File: config.mk
export PLATFORM = sky130hd
export DESIGN_NAME = stream_fifo_clearable
export DESIGN_NICKNAME = d
export VERILOG_FILES = /design/src/rtl/stream_fifo_clearable.sv
export SDC_FILE = /design/constraint.sdc
export NUM_CORES = 1
export LEC_CHECK = 0
export CAP_MARGIN = 20
export CELL_PAD_IN_SITES_DETAIL_PLACEMENT = 0
export CELL_PAD_IN_SITES_GLOBAL_PLACEMENT = 1
export CORE_AREA = 2 2 116 118
export DETAILED_ROUTE_END_ITERATION = 8
export DIE_AREA = 0 0 118 120
export GPL_ROUTABILITY_DRIVEN = 1
export MAX_ROUTING_LAYER = met4
export PLACE_DENSITY_LB_ADDON = 0.1
export SYNTH_ARGS = -nofsm -noshare
export SYNTH_HDL_FRONTEND = slang
export SYNTH_SLANG_ARGS = --single-unit
File: constraint.sdc
create_clock -name clk_i -period 2.5 [get_ports clk_i]
set_input_delay 0.5 -clock clk_i [delete_from_list [all_inputs] [get_ports clk_i]]
set_output_delay 0.5 -clock clk_i [all_outputs]
set_load 0.05 [all_outputs]
File: src/rtl/stream_fifo_clearable.sv
// Single-clock DEPTH-entry valid/ready stream FIFO with a synchronous clear (drop or drain) and isolation cycle.
// Optional drop counter port drop_cnt_o is enabled by defining STREAM_FIFO_CLEAR_DROP_CNT_EN.
module stream_fifo_clearable #(
  parameter int unsigned DATA_WIDTH     = 32,
  parameter int unsigned DEPTH          = 4,
  parameter int unsigned DRAIN_ON_CLEAR = 0,
  parameter int unsigned CNT_WIDTH      = $clog2(DEPTH + 1)
) (
  input  logic                  clk_i,
  input  logic                  rst_i,
  input  logic                  clear_i,
  output logic                  clear_pending_o,
  output logic [CNT_WIDTH-1:0]  usage_o,
  input  logic                  valid_i,
  output logic                  ready_o,
  input  logic [DATA_WIDTH-1:0] data_i,
  output logic                  valid_o,
  input  logic                  ready_i,
  output logic [DATA_WIDTH-1:0] data_o
`ifdef STREAM_FIFO_CLEAR_DROP_CNT_EN
  ,
  output logic [15:0]           drop_cnt_o
`endif
);

  localparam int unsigned PTR_WIDTH = (DEPTH > 1) ? $clog2(DEPTH) : 1;

  localparam logic [1:0] ST_RUN     = 2'd0;
  localparam logic [1:0] ST_DRAIN   = 2'd1;
  localparam logic [1:0] ST_ISOLATE = 2'd2;

  logic [1:0]            state_q, state_d;
  logic [PTR_WIDTH-1:0]  wr_ptr_q, wr_ptr_d;
  logic [PTR_WIDTH-1:0]  rd_ptr_q, rd_ptr_d;
  logic [CNT_WIDTH-1:0]  cnt_q, cnt_d;
  logic [CNT_WIDTH-1:0]  cnt_after_pop;
  logic                  push, pop;
  logic                  drop_event;

  logic [DATA_WIDTH-1:0] mem [DEPTH];

  function automatic logic [PTR_WIDTH-1:0] ptr_inc(input logic [PTR_WIDTH-1:0] p);
    ptr_inc = (p == PTR_WIDTH'(DEPTH - 1)) ? '0 : PTR_WIDTH'(p + PTR_WIDTH'(1));
  endfunction

  // Handshake status; ready_o sees clear_i combinationally so a clear never coincides with a push
  assign ready_o         = (cnt_q != CNT_WIDTH'(DEPTH)) && (state_q == ST_RUN) && !clear_i;
  assign valid_o         = (cnt_q != '0) && (state_q != ST_ISOLATE);
  assign push            = valid_i && ready_o;
  assign pop             = valid_o && ready_i;
  assign usage_o         = cnt_q;
  assign clear_pending_o = (state_q != ST_RUN);
  assign data_o          = mem[rd_ptr_q];
  assign cnt_after_pop   = cnt_q - CNT_WIDTH'(pop);

  // Next-state and pointer/count update
  always_comb begin
    state_d    = state_q;
    wr_ptr_d   = push ? ptr_inc(wr_ptr_q) : wr_ptr_q;
    rd_ptr_d   = pop ? ptr_inc(rd_ptr_q) : rd_ptr_q;
    cnt_d      = cnt_q + CNT_WIDTH'(push) - CNT_WIDTH'(pop);
    drop_event = 1'b0;
    case (state_q)
      ST_RUN: begin
        if (clear_i) begin
          if (DRAIN_ON_CLEAR == 0) begin
            wr_ptr_d   = '0;
            rd_ptr_d   = '0;
            cnt_d      = '0;
            drop_event = 1'b1;
            state_d    = ST_ISOLATE;
          end else begin
            state_d = (cnt_after_pop != '0) ? ST_DRAIN : ST_ISOLATE;
          end
        end
      end
      ST_DRAIN: begin
        if (cnt_after_pop == '0) begin
          state_d = ST_ISOLATE;
        end
      end
      ST_ISOLATE: begin
        state_d = ST_RUN;
      end
      default: begin
        state_d = ST_RUN;
      end
    endcase
  end

  always_ff @(posedge clk_i or posedge rst_i) begin
    if (rst_i) begin
      state_q  <= ST_RUN;
      wr_ptr_q <= '0;
      rd_ptr_q <= '0;
      cnt_q    <= '0;
    end else begin
      state_q  <= state_d;
      wr_ptr_q <= wr_ptr_d;
      rd_ptr_q <= rd_ptr_d;
      cnt_q    <= cnt_d;
    end
  end

  // Storage is intentionally not reset
  always_ff @(posedge clk_i) begin
    if (push) begin
      mem[wr_ptr_q] <= data_i;
    end
  end

`ifdef STREAM_FIFO_CLEAR_DROP_CNT_EN
  logic [15:0] drop_cnt_q;
  logic [16:0] drop_sum;

  assign drop_sum   = 17'(drop_cnt_q) + 17'(cnt_after_pop);
  assign drop_cnt_o = drop_cnt_q;

  // Saturating count of entries discarded by drop-mode clears
  always_ff @(posedge clk_i or posedge rst_i) begin
    if (rst_i) begin
      drop_cnt_q <= '0;
    end else if (drop_event) begin
      drop_cnt_q <= drop_sum[16] ? 16'hFFFF : drop_sum[15:0];
    end
  end
`else
  logic unused_drop;
  assign unused_drop = drop_event;
`endif

endmodule

Word-level counts from Yosys, hierarchy flattened:

Memories as Yosys holds them, arrays and structs flattened.
Cells that the tools add are included.
Widths: inputs -> output; s select.

* add/sub/neg operators: 5
* $mul: 0
* div/mod/pow operators: 0
* order comparisons: 0
* eq/ne operators: 7
* shifts and indexed selects: 0
* multiplexer cells: 15
* bitwise gates (word level): 0
* reduce and logical (&&, ||, !) cells: 11

Operators with widths (count)
* $mux 2: 10
* $mux 3: 2
* $ne 2x2->1 const B: 3
* $sub 3x1->3: 2
* $logic_and 1x1->1: 5
* $add 2x1->2 const B: 2
* $eq 2x2->1 const B: 2
* $pmux 2 s2: 1
* $add 3x1->3: 1
* $logic_not 3->1: 1
* $ne 3x3->1 const B: 1
* $reduce_bool 3->1: 1
* $eq 2x1->1 const B: 1
* $logic_not 2->1: 1
* $mux 1: 2
* $reduce_and 2->1: 1
* $reduce_bool 2->1: 1
* $logic_not 1->1: 1

* bits in registers: 9
* bits in latches: 0
* RAM bits: 128
* bits in read-only memories: 0
* input port bits: 37
* logic and storage cells: 43
* memories kept: 1

Memories
* mem: words 4, width 32, rd ports 1, clocked after Yosys merged registers in 0, write ports 1, line 40 `logic [DATA_WIDTH-1:0] mem [DEPTH];`

Longest topological paths before layout:

* depth after elaboration: 8
* depth in mapped cells: 12
* gate-level depth less buffers: 11

Least setup slack after synthesis:

OpenSTA, ideal clock, no wires.

* kind: register -> register
* from: register state_q[1]
* to: register cnt_q[2], in the netlist usage_o[2]
* library setup time: 0.086 ns
* data arrival time: 2.670 ns
* data required time: 2.414 ns
* slack: -0.256 ns
* stages on the path, launching flop included: 12
* path buffers: 0
* cell sequence: dfrtp_1 -> nor3b_1 -> and2_4 -> inv_1 -> ha_1 -> inv_1 -> ha_1 -> inv_1 -> fa_1 -> xor2_1 -> and2_2 -> nor3_1

* cells in the longest elaborated chain, start to end: 8
* elaborated cells on any way between the ends: 11
* those cells by class: add/sub (2); eq/ne (1); mux (2); reduce/logical (6)

RTL lines
* from (decl): line 32 `logic [1:0] state_q, state_d;`
* from (signal assigned): line 98 `state_q <= state_d;`
* $logic_not 2->1: line 47, 63
* $logic_and 1x1->1 (2 in a row): line 47 `assign ready_o = (cnt_q != CNT_WIDTH'(DEPTH)) && (state_q == ST_RUN) && !clear_i;`
* $logic_and 1x1->1: line 49 `assign push = valid_i && ready_o;`
* $add 3x1->3: line 61 `cnt_d = cnt_q + CNT_WIDTH'(push) - CNT_WIDTH'(pop);`
* $sub 3x1->3: line 61
* $mux 3: line 65 `if (clear_i) begin`
* $mux 3 (*): line 63 `case (state_q)`
* net cnt_d[2]: line 35 `logic [CNT_WIDTH-1:0] cnt_q, cnt_d;`
* to (signal assigned): line 101 `cnt_q <= cnt_d;`
* to (decl): line 35

The timed path passes the listed nets; every way through them passes the cells marked *.
A chain may end at the register's enable or synchronous reset.

Worst setup path after layout:

* from: register cnt_q[1], in the netlist usage_o[1]
* to: register cnt_q[2], in the netlist usage_o[2]

* cells in the longest elaborated chain, start to end: 8
* elaborated cells on any way between the ends: 11
* those cells by class: add/sub (2); eq/ne (1); mux (2); reduce/logical (6)

RTL lines (line)
* $ne 3x3->1: 47
* $logic_and 1x1->1 (2 in a row): 47
* $logic_and 1x1->1: 49
* $add 3x1->3: 61
* $sub 3x1->3 (*): 61
* $mux 3: 65
* $mux 3 (*): 63
* net cnt_d[2]: 35

Marked as above.

==> metrics.cfg <==
[outcome]
status=completed

[clock_tree]
clk_path_buf_depth=2
htree_num_levels=4
clk_pin_slew_ns=0.05
cts_hold_buffers=0
clk_latency_ns=0.42
cts_buffers=17
cts_root_buf=clkbuf_16
cts_tree=yes
clock-sinks=136

[sta]
fin_crit_ns=2.33
setup_viol=0
maxSlewViolCount=0
worstMarginPinSlew_ns=0.495
period_share=0.931
worst_slack_ns=0.173
hold_viol=0
hold_slack_ns=0.345
rsz0062_at_grt=false
fin_skew_ns=0.00485
fmax_mhz=430
slew_headroom=0.669

[worst_setup_path]
crit_path_end_kind=flip-flop
endpoint=usage_o[2]
required_ns=2.83
cp.arrival_ns=2.66
rrSetupSlack_ns=0.17
reg2reg_from=usage_o[1]
startpoint_type=flip-flop
crit_path_max_fanout=5
r2r-end=usage_o[2]
worstRegToRegCells=11
crit_start=usage_o[1]
crit_type=reg2reg

[global_route]
antenna_found_initial=0
top_usage_layer=met2
grt.total_usage=0.149
grt_pass1_vias=2636
grt_use_met2=0.233
use_met1=0.177
grt_pass1_wl_um=14700
met3_usage=0.0461
grt-ovfl-total=0
grt_max_degree=22

[die]
row_count=42
die_width_um=118
die_y_um=120
start_util=0.399
num_io_pins=75
dieArea_mm2=0.0142
core-area_mm2=0.0130

[power]
ir_drop_uv=560
p_seq_frac=0.343
p_leak_nw=2.43
powerDensity_mw_per_mm2=1130
pwr-share-clk=0.319
internal-power_w=0.00548
comb_power_share=0.338
switchingPower_w=0.00252
swShare=0.315

[routing]
vias_per_cell=4.82
routed_wl_um=9400
vias=2484
drc=0
wl_per_cell_um=18.3
dr.pass1.iters=4
ant_nets=0
first_iter_violations=167

[final_layout]
areaGrowthSynthToFinish_pct=37.3
multi_input_area_mm2=0.00109
n_antenna_cell=0
fill_cells=1012
final_layout_size_suffix_gt1_frac=0.401
nNetsFinal=371
register_area_mm2=0.00405

[worst_hold_path]
holdCritPathClass=in2async

[place]
place_congestion=0.750
io_buffers=74
dp_hpwl_um=5880
place_ws_ns=-0.214

[synthesis]
synth_area_mm2=0.00517
syn_inst=222
yosysSeqAreaShare=0.781
syn_area_per_cell_um2=23.3
synthDistinctLibCells=26
yosysWarnings=0
synth.net_count=267
ys_seq_elements=136

[job]
maxCapViolCount=0

==> sequential cells by signal, summed over array words and instances (netlist names) <==
name      flops
mem         128
usage_o       3
rd_ptr_q      2
wr_ptr_q      2
state_q       1
==> power by group through the flow <==
| stage | combinational, W | sequential (W) | clock [W] |
|---|---|---|---|
| 2_1_floorplan | 0.00168 | 0.00282 | 0 |
| 3_3_place_gp | 0.00272 | 0.00281 | 0 |
| 3_5_place_dp | 0.00272 | 0.00281 | 0 |
| 4_1_cts | 0.00275 | 0.00275 | 0.00262 |
| 5_1_grt | 0.00286 | 0.00276 | 0.00270 |
| 6_report | 0.00270 | 0.00274 | 0.00256 |
==> routing by layer <==
| metal | wire length, µm | share of wire |
|---|---|---|
| met5 | 0 | 0 |
| met4 | 182 | 0.019 |
| met3 | 367 | 0.039 |
| met2 | 4810 | 0.51 |
| met1 | 4040 | 0.43 |
==> how the worst min path moves through the flow <==
stage / start / to / slack [ns] / cells after the start
after floorplan: rst_i / rd_ptr_q[0] / 0.32 / 1
after global placement: usage_o[2] / usage_o[2] / 0.57 / 2
after detailed placement: usage_o[2] / usage_o[2] / 0.59 / 2
after CTS: rst_i / state_q[1] / 0.34 / 2
after global routing: rst_i / rd_ptr_q[1] / 0.37 / 2
final: rst_i / state_q[1] / 0.35 / 2
==> through the flow <==
step                total power (W)  instance area (µm²)  setup TNS (ns)  std cells   util
finish                      0.00800                 7100               0        515  0.547
CTS                         0.00812                 7100               0        515  0.547
global placement            0.00553                 6480          -0.161        482  0.500
detailed placement          0.00553                 6480          -0.228        482  0.500
floorplan                   0.00450                 5230         -0.0296        222      -
global route                0.00832                 7100               0        515  0.547
==> final cells by class <==
type,instances,area share
Multi-Input combinational cell,70,0.154
Tap cell,176,0.0310
Inverter,7,0.00370
Clock buffer,17,0.0599
Timing Repair Buffer,94,0.156
Clock inverter,15,0.0257
Sequential cell,136,0.570
==> critical path: stages (launching register included) <==
cell	delay (ns)
dfrtp_2	0.45
or3b_1	0.40
and2_4	0.15
inv_2	0.05
ha_4	0.19
inv_2	0.06
ha_4	0.12
inv_2	0.03
fa_2	0.35
xor2_1	0.16
and2_4	0.16
nor3_2	0.13
==> logic make-up (layout without fill, tap and decap cells) <==
kind of cell	count (synthesis)	count (layout)	share of synthesized area
flops	136	136	0.781
fa+ha+maj	8	8	0.0208
compound gates	4	4	0.0102
simple gates	24	24	0.0276
buf+inv	16	133	0.0172
mux	33	33	0.141
xor+xnor	1	1	0.00169
==> Yosys cell counts <==
library cell	count	area (µm²)
buf_6	3	33.8
nand2b_1	2	12.5
and2_1	1	6.26
and2_4	1	8.76
buf_2	5	25.0
xor2_1	1	8.76
mux2i_1	1	10.0
edfxtp_1	128	3840
ha_1	7	87.6
a21oi_1	1	5.00
nor3_1	2	10.0
nor2_1	5	18.8
nor3b_1	2	15.0
o31ai_4	2	42.5
or3b_1	1	8.76
and3_2	4	30.0
or4_1	1	7.51
o21ai_0	1	5.00
fa_1	1	20.0
and2_2	1	7.51
nand3_1	2	10.0
clkbuf_1	1	3.75
dfrtp_1	8	200
nand2_1	2	7.51
mux4_2	32	721
inv_1	7	26.3
==> repair_timing <==
action / CTS / global route
endpoints found under the setup margin: 16 / 1
setup buffers: 1 / 0
gates resized for setup: 1 / 1
==> layout by cell type (no fill, tap or decap), drive strengths merged <==
cell type      instances
ha                     7
clkdlybuf4s50         40
or4                    1
dfrtp                  8
or3b                   1
and2                   3
clkinv                10
and3                   4
bufinv                 4
nor2                   5
nand2                  2
buf                   53
nor3b                  2
mux4                  32
inv                    8
fa                     1
nor3                   2
nand2b                 2
o21ai                  1
xor2                   1
a21oi                  1
dlygate4sd2            1
o31ai                  2
nand3                  2
mux2i                  1
clkbuf                17
edfxtp               128
No activity file was read; power rests on OpenSTA's default activity.
